File: src/rtl/axi_rd_line_collector_if.sv
// Bundle of the three handshake groups around the read line collector.
//   req_*  : cache read request into the collector (valid/ready).
//   rd_*   : AR-style request to the AXI shim (rd_req_o/rd_gnt_i) and the
//            beat-by-beat read response sink (rd_valid_i/rd_rdy_o).
//   line_* : assembled line back to the cache (valid/ready).
// Handshake rule: a transfer happens on a rising clock edge where the
// producer's valid (or rd_req_o) and the consumer's ready (or rd_gnt_i) are
// both high; a producer holds valid and payload stable until that edge.
// Modport slave is the collector's view; modport master is the environment.
interface axi_rd_line_collector_if #(
    parameter int AxiNumWords = 4,
    parameter int AxiIdWidth  = 4
);
    localparam int CntW = $clog2(AxiNumWords) + 1;
    localparam int BlW  = (AxiNumWords > 1) ? $clog2(AxiNumWords) : 1;

    logic                      req_valid_i;
    logic                      req_ready_o;
    logic [63:0]               req_addr_i;
    logic [BlW-1:0]            req_blen_i;
    logic [1:0]                req_size_i;
    logic [AxiIdWidth-1:0]     req_id_i;

    logic                      rd_req_o;
    logic                      rd_gnt_i;
    logic [63:0]               rd_addr_o;
    logic [BlW-1:0]            rd_blen_o;
    logic [1:0]                rd_size_o;
    logic [AxiIdWidth-1:0]     rd_id_o;
    logic                      rd_rdy_o;
    logic                      rd_valid_i;
    logic                      rd_last_i;
    logic [63:0]               rd_data_i;
    logic [AxiIdWidth-1:0]     rd_rid_i;
    logic                      rd_exokay_i;

    logic                      line_valid_o;
    logic                      line_ready_i;
    logic [64*AxiNumWords-1:0] line_data_o;
    logic [AxiIdWidth-1:0]     line_id_o;
    logic [CntW-1:0]           line_beats_o;
    logic                      line_exokay_o;
    logic                      line_err_o;

    modport slave (
        input  req_valid_i, req_addr_i, req_blen_i, req_size_i, req_id_i,
        output req_ready_o,
        output rd_req_o, rd_addr_o, rd_blen_o, rd_size_o, rd_id_o, rd_rdy_o,
        input  rd_gnt_i, rd_valid_i, rd_last_i, rd_data_i, rd_rid_i, rd_exokay_i,
        output line_valid_o, line_data_o, line_id_o, line_beats_o,
        output line_exokay_o, line_err_o,
        input  line_ready_i
    );

    modport master (
        output req_valid_i, req_addr_i, req_blen_i, req_size_i, req_id_i,
        input  req_ready_o,
        input  rd_req_o, rd_addr_o, rd_blen_o, rd_size_o, rd_id_o, rd_rdy_o,
        output rd_gnt_i, rd_valid_i, rd_last_i, rd_data_i, rd_rid_i, rd_exokay_i,
        input  line_valid_o, line_data_o, line_id_o, line_beats_o,
        input  line_exokay_o, line_err_o,
        output line_ready_i
    );
endinterface

File: src/rtl/axi_rd_line_collector.sv
// Read line collector: takes one cache read request, issues it to the AXI
// shim, gathers the response beats into a line buffer and hands the full
// line back with aggregated EXOKAY and protocol-error status. One
// transaction in flight at a time.
// Ports:
//   clk_i        clock, rising edge
//   rst_ni       synchronous active-low reset
//   bus          axi_rd_line_collector_if.slave (req_*, rd_*, line_* groups)
//   dbg_state_o  current FSM state (IDLE=0, ADDR=1, DATA=2, OUT=3)
module axi_rd_line_collector #(
    parameter int AxiNumWords = 4,
    parameter int AxiIdWidth  = 4
) (
    input  logic                        clk_i,
    input  logic                        rst_ni,
    axi_rd_line_collector_if.slave      bus,
    output logic [1:0]                  dbg_state_o
);
    localparam int CntW = $clog2(AxiNumWords) + 1;
    localparam int BlW  = (AxiNumWords > 1) ? $clog2(AxiNumWords) : 1;

    typedef enum logic [1:0] {
        IDLE = 2'd0,
        ADDR = 2'd1,
        DATA = 2'd2,
        OUT  = 2'd3
    } state_e;

    state_e                state_q;
    logic [CntW-1:0]       cnt_q;
    logic [63:0]           addr_q;
    logic [BlW-1:0]        blen_q;
    logic [1:0]            size_q;
    logic [AxiIdWidth-1:0] id_q;
    logic                  err_q;
    logic                  exokay_q;
    logic [63:0]           line_q [AxiNumWords];

    logic [CntW-1:0]       blen_ext;
    logic                  id_match;
    logic                  store_ok;

    assign blen_ext = CntW'(blen_q);
    assign id_match = (bus.rd_rid_i == id_q);
    // The second term keeps the write index inside the buffer even when a
    // non-power-of-two line size lets blen encode more words than exist.
    assign store_ok = (cnt_q <= blen_ext) && (cnt_q < CntW'(AxiNumWords));

    always_ff @(posedge clk_i) begin
        if (!rst_ni) begin
            state_q  <= IDLE;
            cnt_q    <= '0;
            addr_q   <= '0;
            blen_q   <= '0;
            size_q   <= '0;
            id_q     <= '0;
            err_q    <= 1'b0;
            exokay_q <= 1'b1;
            for (int k = 0; k < AxiNumWords; k++) line_q[k] <= '0;
        end else begin
            unique case (state_q)
                IDLE: begin
                    if (bus.req_valid_i) begin
                        addr_q   <= bus.req_addr_i;
                        blen_q   <= bus.req_blen_i;
                        size_q   <= bus.req_size_i;
                        id_q     <= bus.req_id_i;
                        cnt_q    <= '0;
                        err_q    <= 1'b0;
                        exokay_q <= 1'b1;
                        for (int k = 0; k < AxiNumWords; k++) line_q[k] <= '0;
                        state_q  <= ADDR;
                    end
                end
                ADDR: begin
                    if (bus.rd_gnt_i) state_q <= DATA;
                end
                DATA: begin
                    if (bus.rd_valid_i) begin
                        if (!id_match) begin
                            // Foreign beat: dropped entirely, its last flag too.
                            err_q <= 1'b1;
                        end else begin
                            if (store_ok) begin
                                line_q[cnt_q[BlW-1:0]] <= bus.rd_data_i;
                                cnt_q    <= cnt_q + CntW'(1);
                                exokay_q <= exokay_q & bus.rd_exokay_i;
                            end else begin
                                // Overrun: more beats than requested, counter holds.
                                err_q <= 1'b1;
                            end
                            if (bus.rd_last_i) begin
                                state_q <= OUT;
                                if (cnt_q != blen_ext) err_q <= 1'b1;
                            end
                        end
                    end
                end
                OUT: begin
                    if (bus.line_ready_i) state_q <= IDLE;
                end
                default: state_q <= IDLE;
            endcase
        end
    end

    // Outputs are decoded from state and registers only, and forced low
    // while reset is held so nothing leaks out during the reset cycle.
    assign dbg_state_o       = rst_ni ? state_q : 2'd0;
    assign bus.req_ready_o   = rst_ni && (state_q == IDLE);
    assign bus.rd_req_o      = rst_ni && (state_q == ADDR);
    assign bus.rd_rdy_o      = rst_ni && (state_q == DATA);
    assign bus.rd_addr_o     = rst_ni ? addr_q : '0;
    assign bus.rd_blen_o     = rst_ni ? blen_q : '0;
    assign bus.rd_size_o     = rst_ni ? size_q : '0;
    assign bus.rd_id_o       = rst_ni ? id_q : '0;
    assign bus.line_valid_o  = rst_ni && (state_q == OUT);
    assign bus.line_id_o     = rst_ni ? id_q : '0;
    assign bus.line_beats_o  = rst_ni ? cnt_q : '0;
    assign bus.line_exokay_o = rst_ni && exokay_q && (cnt_q != '0);
    assign bus.line_err_o    = rst_ni && err_q;

    always_comb begin
        bus.line_data_o = '0;
        if (rst_ni) begin
            for (int k = 0; k < AxiNumWords; k++) bus.line_data_o[64*k +: 64] = line_q[k];
        end
    end
endmodule
File: src/flat_wrapper.sv
// flat-port wrapper written by rule: the top's interface ports become plain ports
module axi_rd_line_collector_flat 
#(
    parameter int AxiNumWords = 4,
    parameter int AxiIdWidth  = 4
)
  (clk_i, rst_ni, dbg_state_o, bus_req_valid_i, bus_req_addr_i, bus_req_blen_i, bus_req_size_i, bus_req_id_i, bus_req_ready_o, bus_rd_req_o, bus_rd_addr_o, bus_rd_blen_o, bus_rd_size_o, bus_rd_id_o, bus_rd_rdy_o, bus_rd_gnt_i, bus_rd_valid_i, bus_rd_last_i, bus_rd_data_i, bus_rd_rid_i, bus_rd_exokay_i, bus_line_valid_o, bus_line_data_o, bus_line_id_o, bus_line_beats_o, bus_line_exokay_o, bus_line_err_o, bus_line_ready_i);
  axi_rd_line_collector_if #(.AxiNumWords(AxiNumWords), .AxiIdWidth(AxiIdWidth)) bus_i ();
  input  logic clk_i;
  input  logic rst_ni;
  output logic [1:0] dbg_state_o;
  input wire logic [$bits(bus_i.req_valid_i)-1:0] bus_req_valid_i;
  input wire logic [$bits(bus_i.req_addr_i)-1:0] bus_req_addr_i;
  input wire logic [$bits(bus_i.req_blen_i)-1:0] bus_req_blen_i;
  input wire logic [$bits(bus_i.req_size_i)-1:0] bus_req_size_i;
  input wire logic [$bits(bus_i.req_id_i)-1:0] bus_req_id_i;
  output wire logic [$bits(bus_i.req_ready_o)-1:0] bus_req_ready_o;
  output wire logic [$bits(bus_i.rd_req_o)-1:0] bus_rd_req_o;
  output wire logic [$bits(bus_i.rd_addr_o)-1:0] bus_rd_addr_o;
  output wire logic [$bits(bus_i.rd_blen_o)-1:0] bus_rd_blen_o;
  output wire logic [$bits(bus_i.rd_size_o)-1:0] bus_rd_size_o;
  output wire logic [$bits(bus_i.rd_id_o)-1:0] bus_rd_id_o;
  output wire logic [$bits(bus_i.rd_rdy_o)-1:0] bus_rd_rdy_o;
  input wire logic [$bits(bus_i.rd_gnt_i)-1:0] bus_rd_gnt_i;
  input wire logic [$bits(bus_i.rd_valid_i)-1:0] bus_rd_valid_i;
  input wire logic [$bits(bus_i.rd_last_i)-1:0] bus_rd_last_i;
  input wire logic [$bits(bus_i.rd_data_i)-1:0] bus_rd_data_i;
  input wire logic [$bits(bus_i.rd_rid_i)-1:0] bus_rd_rid_i;
  input wire logic [$bits(bus_i.rd_exokay_i)-1:0] bus_rd_exokay_i;
  output wire logic [$bits(bus_i.line_valid_o)-1:0] bus_line_valid_o;
  output wire logic [$bits(bus_i.line_data_o)-1:0] bus_line_data_o;
  output wire logic [$bits(bus_i.line_id_o)-1:0] bus_line_id_o;
  output wire logic [$bits(bus_i.line_beats_o)-1:0] bus_line_beats_o;
  output wire logic [$bits(bus_i.line_exokay_o)-1:0] bus_line_exokay_o;
  output wire logic [$bits(bus_i.line_err_o)-1:0] bus_line_err_o;
  input wire logic [$bits(bus_i.line_ready_i)-1:0] bus_line_ready_i;
  assign bus_i.req_valid_i = bus_req_valid_i;
  assign bus_i.req_addr_i = bus_req_addr_i;
  assign bus_i.req_blen_i = bus_req_blen_i;
  assign bus_i.req_size_i = bus_req_size_i;
  assign bus_i.req_id_i = bus_req_id_i;
  assign bus_req_ready_o = bus_i.req_ready_o;
  assign bus_rd_req_o = bus_i.rd_req_o;
  assign bus_rd_addr_o = bus_i.rd_addr_o;
  assign bus_rd_blen_o = bus_i.rd_blen_o;
  assign bus_rd_size_o = bus_i.rd_size_o;
  assign bus_rd_id_o = bus_i.rd_id_o;
  assign bus_rd_rdy_o = bus_i.rd_rdy_o;
  assign bus_i.rd_gnt_i = bus_rd_gnt_i;
  assign bus_i.rd_valid_i = bus_rd_valid_i;
  assign bus_i.rd_last_i = bus_rd_last_i;
  assign bus_i.rd_data_i = bus_rd_data_i;
  assign bus_i.rd_rid_i = bus_rd_rid_i;
  assign bus_i.rd_exokay_i = bus_rd_exokay_i;
  assign bus_line_valid_o = bus_i.line_valid_o;
  assign bus_line_data_o = bus_i.line_data_o;
  assign bus_line_id_o = bus_i.line_id_o;
  assign bus_line_beats_o = bus_i.line_beats_o;
  assign bus_line_exokay_o = bus_i.line_exokay_o;
  assign bus_line_err_o = bus_i.line_err_o;
  assign bus_i.line_ready_i = bus_line_ready_i;
  axi_rd_line_collector #(.AxiNumWords(AxiNumWords), .AxiIdWidth(AxiIdWidth)) u_core (.clk_i(clk_i), .rst_ni(rst_ni), .bus(bus_i), .dbg_state_o(dbg_state_o));
endmodule
File: config.mk
export PLATFORM = sky130hd
export DESIGN_NAME = axi_rd_line_collector_flat
export DESIGN_NICKNAME = d
export VERILOG_FILES = /design/src/rtl/axi_rd_line_collector_if.sv /design/src/rtl/axi_rd_line_collector.sv /design/src/flat_wrapper.sv
export SDC_FILE = /design/constraint.sdc
export NUM_CORES = 1
export LEC_CHECK = 0
export BUFFER_PORTS_ARGS = -buffer_cell sky130_fd_sc_hd__clkbuf_2
export CAP_MARGIN = 10
export CORE_MARGIN = 3
export CORE_UTILIZATION = 35
export DETAILED_ROUTE_END_ITERATION = 12
export PLACE_DENSITY_LB_ADDON = 0.25
export SKIP_LAST_GASP = 1
export SYNTH_ARGS = -nofsm -noshare
export SYNTH_HDL_FRONTEND = slang
export SYNTH_SLANG_ARGS = --single-unit
File: constraint.sdc
create_clock -name clk_i -period 7.74 [get_ports clk_i]
set_input_delay 0 -clock clk_i [delete_from_list [all_inputs] [get_ports clk_i]]
set_output_delay 0 -clock clk_i [all_outputs]
set_load 0.005 [all_outputs]
=== Yosys cells after proc, flatten, opt, wreduce, memory -nomap -nowiden ===
Memory sizes are Yosys's and may differ from the RTL's.
Index checks and enable logic that the tools add are counted.

* $add $sub $neg: 1
* Magnitude comparators: 2
* Equal/unequal tests: 12
* Mux-type cells: 49
* Bitwise operators: 5
* Reduce and logical (&&, ||, !) cells: 16

{| class="wikitable"
|+ Operators by type and width
! kind !! count
|-
| $mux W64 || 6
|-
| $mux W256 || 1
|-
| $reduce_or A64 Y1 || 1
|-
| $mux W1 || 22
|-
| $mux W2 || 10
|-
| $mux W3 || 5
|-
| $ne A2 B2 Y1 const B || 5
|-
| $logic_and A1 B1 Y1 || 8
|-
| $pmux W2 S4 || 1
|-
| $pmux W3 S2 || 1
|-
| $reduce_and A6 Y1 || 1
|-
| $reduce_and A5 Y1 || 1
|-
| $eq A2 B2 Y1 const B || 2
|-
| $eq A4 B4 Y1 || 1
|-
| $mux W4 || 1
|-
| $ne A2 B1 Y1 const B || 2
|-
| $or A1 B1 Y1 || 4
|-
| $pmux W1 S2 || 2
|-
| $add A3 B1 Y3 const B || 1
|-
| $le A3 B2 Y1 || 1
|-
| $lt A3 B3 Y1 const B || 1
|-
| $ne A3 B2 Y1 || 1
|-
| $reduce_and A3 Y1 || 1
|-
| $reduce_bool A3 Y1 || 1
|-
| other kinds (5) || 5
|}

* Bits in registers: 79
* Bits in writable memories: 256
* Input port bits: 148
* Output and inout port bits: 343
* Logic and storage cells: 94
* Memories kept: 1

{| class="wikitable"
|+ Memories
! name !! words !! width !! read ports !! clocked after memory_dff !! wr ports !! RTL line !! text
|-
| u_core.line_q || 4 || 64 || 4 || 0 || 4 || axi_rd_line_collector.sv:37 || <nowiki>logic [63:0] line_q [AxiNumWords];</nowiki>
|}

=== Logic depth before layout (Yosys ltp) ===
* Depth after elaboration: 10
* Gate-level depth with buffers: 11
* Mapped depth without buffers: 6

=== Least setup slack after synthesis ===
No wires, ideal clock.

* Path type: register -> register
* Start: reg u_core.blen_q[1]
* End: mem u_core.line_q[2][0] (enable)
* Library setup time: 503 ps
* Data arrival time: 4835 ps
* Required time: 7237 ps
* Slack: 2402 ps
* Cell stages (with the launch flop): 9
* Path buffers: 2
* Clock period less this slack: 5338 ps
* Cells stage by stage: dfxtp_1 -> inv_1 -> ha_1 -> nor2b_1 -> o21a_1 -> or4_1 -> buf_2 -> buf_2 -> o211ai_1

{| class="wikitable"
|+ RTL lines
! item !! RTL line !! text
|-
| start, declared || axi_rd_line_collector.sv:32 || <nowiki>logic [BlW-1:0] blen_q;</nowiki>
|-
| start signal, assigned || axi_rd_line_collector.sv:65 || <nowiki>blen_q <= bus.req_blen_i;</nowiki>
|-
| end, declared || axi_rd_line_collector.sv:37 ||
|}

==> PnR_summary.wiki <==
{| class="wikitable"
! Metric !! Value
|-
| Reg-to-Reg Start || u_core.blen_q[1]
|-
| Effective utilization at floorplan || approximately 36%
|-
| Launch point of the worst path || u_core.blen_q[1]
|-
| Ys Warns || 0
|-
| GR met1 Demand/Resource || 23.8%
|-
| Gate count after technology mapping || ~1.4k
|-
| Initial antenna violation count || 2
|-
| Class of the worst hold path || primary input to flip-flop
|-
| Crit path buf inv count || 2
|-
| Post-layout min period || around 3.4 ns
|-
| Critical path start-end classification || flip-flop to flip-flop
|-
| Post-route setup TNS || 0 ns
|-
| Cell leakage power || between 9 and 10 nW
|-
| Number of synthesized flops with an enable pin || about 260
|-
| Die X || about 220 µm
|-
| Critical Path End Type || flip-flop
|-
| Post-Syn Area || between 15000 and 20000 µm²
|-
| Clock transition at the registers of the reported paths || roughly 0.06 ns
|-
| DRC violations left || 0
|-
| Portion of the clock cycle consumed by the worst path in the final layout || 44.2%
|-
| Share of power burned in registers || 46.5%
|-
| End of the worst hold path || u_core.cnt_q[0]
|-
| P&R area growth vs syn || 35.9%
|-
| Cell area after placement || 18300 µm²
|-
| Routed wire length || 47.0 mm
|-
| Flip-flop cell with the highest count after synthesis || edfxtp_1
|-
| Busiest metal layer after global routing || met2
|-
| GR met2 Demand/Resource || between 30% and 40%
|-
| Net switching component of the power || around 1.4 mW
|-
| Pwr dens || roughly 240 nW/µm²
|-
| Clock Skews || between 0.01 and 0.015 ns
|-
| Number of clock sinks seen by CTS || approximately 340
|-
| Detailed router's first-iteration violation count || roughly 600
|-
| Setup bufs post-CTS || 0
|-
| Count of instances resized after the clock tree is built || 0
|-
| Kind of launch point of the worst setup path || flip-flop
|-
| Startpoint of the lowest-slack hold path || rst_ni
|-
| Crit-path leading delay family || simple AND/OR/NAND/NOR gates
|-
| Master of the slowest instance on the critical path || or4_4
|-
| Combinational share of power || 17.2%
|-
| R2R setup slack || 4.32 ns
|-
| Biggest cell delay along the critical path || around 0.93 ns
|-
| Seq/Total Area, Yosys || around three fifths
|-
| Die Outline Area || 47000 µm²
|-
| Number of buffers added on ports || 490
|-
| Largest area contributor in the synthesized netlist || edfxtp_1
|-
| Weighted congestion reported at the end of routability-driven placement || slightly below 0.8
|-
| Synth Area per Inst || 11.1 µm²
|-
| First-pass iteration count of the detailed router || 5
|-
| Share of the synthesized area in the top cell type || just under 50%
|-
| Fraction of final layout cells sized beyond drive strength 1 || 33.4%
|-
| Remaining global-route overflow || 0
|-
| Total via count after detailed routing || ~12k
|-
| Run status || finished clean
|-
| Fraction of met3 tracks used by global routing || approximately 5.4%
|-
| Peak ir drop on the vdd network || 170 µV
|-
| Area of all placed cells without fillers || about 21000 µm²
|-
| TritonCTS Buffers || 38
|-
| Global routing usage summed across all routing layers || a little under 20%
|-
| Maximum number of pins on one net before global-route repair || between 100 and 150
|-
| Total nets after synthesis || approximately 1.6k
|-
| Slew Viols, Final || 0
|-
| NumNets Final || between 2k and 2.5k
|-
| Achievable Freq || around 290 MHz
|-
| Data arrival at the endpoint of the critical path || 3.60 ns
|-
| Critical register-to-register path endpoint || u_core.line_q[3][10]
|-
| Number of global-route vias before repair || around 12k
|-
| Worst-Skew Late Latency || between 0.5 and 0.6 ns
|-
| Crit path required time || 7.92 ns
|-
| Final routed wire length divided by cell count || 18.1 µm
|-
| Final-report setup violation count || 0
|-
| Worst path cell trace || inv_1, ha_1, nor2b_1, o21a_1, or4_4, o211ai_1, buf_4
|-
| ANT nets after route || 0
|-
| Internal portion of total power || ~3.8 mW
|-
| Count of boundary I/O pins || 491
|-
| CTS tree || built
|-
| RSZ-0062 raised after global routing || no
|-
| Clock share of power || a little over a third
|-
| Number of distinct library cell variants in the gate-level netlist after synthesis || 36
|-
| Net switching fraction of the power || roughly a quarter
|-
| Core area || ~43000 µm²
|-
| Clk buf depth || 3
|-
| Cell Rows || 76
|-
| Worst-path fanout max || 74
|-
| Number of H-tree levels || 2
|-
| Cts-stage hold buffer count || between 100 and 150
|-
| Proportion of synthesized flip-flops having asynchronous set or reset || 0%
|-
| Final number of hold-violating endpoints || 0
|-
| Number of vias per cell after detailed routing || around 4.6
|-
| First-pass GRT wire length || between 70 and 80 mm
|-
| Chip height || 217 µm
|-
| Cell depth of the worst hold path || 3
|-
| DP Wirelength || 31.0 mm
|-
| Flops & latches, synth || approximately 340
|-
| Root buffer cell || clkbuf_16
|-
| Synth area leaders || edfxtp_1 (49%), and2_1 (19%), dfxtp_1 (10%)
|-
| Max-cap violation count || 0
|-
| Register-to-Register Path Depth || 7
|-
| Max transition margin || 24.3%
|-
| Worst Tran Pin Value || between 1 and 1.5 ns
|}
[stage by stage]
stage	util (%)	hold slack (ns)	worst slack [ns]	power, mW	cells
2_1_floorplan	-	0.136	2.40	2.83	1402
3_3_place_gp	42.2	0.222	4.43	3.23	2379
3_5_place_dp	42.2	0.229	4.39	3.25	2379
4_1_cts	48.6	0.0523	4.37	5.19	2597
5_1_grt	48.6	0.131	4.14	5.38	2598
6_report	48.6	0.0683	4.32	5.13	2598
[cell usage after synthesis, types with 2 or more instances]
cell and instances:
and2_1 460, edfxtp_1 256, buf_2 5, nor3_2 100, ha_1 10, nor4_1 5
buf_4 4, dfxtp_1 79, or3_1 2, nor2_1 8, nor3_1 29, a21oi_1 75
nor2b_1 5, o21ai_0 7, xnor2_2 3, buf_1 2, clkbuf_1 89, nand3_1 8
mux2i_1 3, o211ai_1 3, inv_1 76, buf_6 10, and3_1 2, nand2_1 149
[worst max-delay path by stage]
stage | slack [ns] | end | cells after the start
6_report | 4.32 | u_core.line_q[3][10] | 7
5_1_grt | 4.14 | u_core.line_q[3][0] | 7
4_1_cts | 4.37 | u_core.line_q[3][8] | 7
3_5_place_dp | 4.39 | u_core.line_q[3][7] | 7
3_3_place_gp | 4.43 | u_core.line_q[3][7] | 7
2_1_floorplan | 2.40 | u_core.line_q[2][0] | 8
[layer usage]
metal / vias to the layer above / wire [µm]
met5: - / 12
met4: 2 / 1480
met3: 84 / 3730
met2: 427 / 22700
met1: 5804 / 19100
li1: 5761 / -
[power by group through the flow]
stage          Combinational, mW  Sequential [mW]  Clock [mW]
6_report                   0.882             2.39        1.86
3_3_place_gp               0.822             2.41           0
5_1_grt                    0.977             2.42        1.98
2_1_floorplan              0.438             2.39           0
3_5_place_dp               0.829             2.42           0
4_1_cts                    0.897             2.39        1.91
[cell usage in the layout (no fill, tap or decap), types with 2 or more instances in the layout]
cell type        n
nor3_1          29
a21oi_1         75
nand2_1        148
xnor2_2          3
dlygate4sd3_1  149
and2_1         459
or3_4            2
o21ai_0          7
clkinvlp_4       2
clkbuf_2       489
clkinv_1         7
nor2b_1          5
buf_4           13
o211ai_1         3
and3_1           2
nor4_1           3
clkbuf_8         2
clkinv_8         2
nor2_1           8
edfxtp_1       256
dfxtp_1         79
nor4_2           2
inv_1           74
ha_1            10
clkbuf_16       39
nor3_2         100
clkinv_2         3
nand3_1          8
inv_4            3
mux2i_1          3
bufinv_16        5
clkbuf_1         7
[registers in the layout, indices dropped and copies added (netlist names)]
register and count:
u_core.addr_q 64, u_core.blen_q 2, u_core.cnt_q 3, u_core.err_q 1
u_core.exokay_q 1, u_core.id_q 4, u_core.line_q 256, u_core.size_q 2
u_core.state_q 2
[final cells by class]
| type | instances | area, µm² |
|---|---|---|
| diodes | 1 | 2.50 |
| inverters | 77 | 294 |
| well taps | 585 | 732 |
| clock buffers | 48 | 1030 |
| multi-input cells | 879 | 5490 |
| flip-flops and latches | 335 | 9270 |
| fillers | 3977 | 22300 |
| clock inverters | 21 | 254 |
| repair buffers | 652 | 4050 |
[cells by family (layout without fill, tap and decap cells)]
logic type	after synthesis	after routing	share of synthesized area, %
AND/OR/NAND/NOR	773	773	30.8
flip-flops	335	335	59.6
buffers and inverters	188	798	5.23
AO/OA/AOI/OAI	89	89	2.98
adder cells (fa/ha/maj)	10	10	0.805
XOR/XNOR	4	4	0.370
multiplexers	3	3	0.193
other	0	1	0
[tightest hold or removal path, stage by stage]
cell,delay [ns]
buf_6,0.28
nand3_1,0.19
mux2i_1,0.07
(Power assumes the default switching activity.)
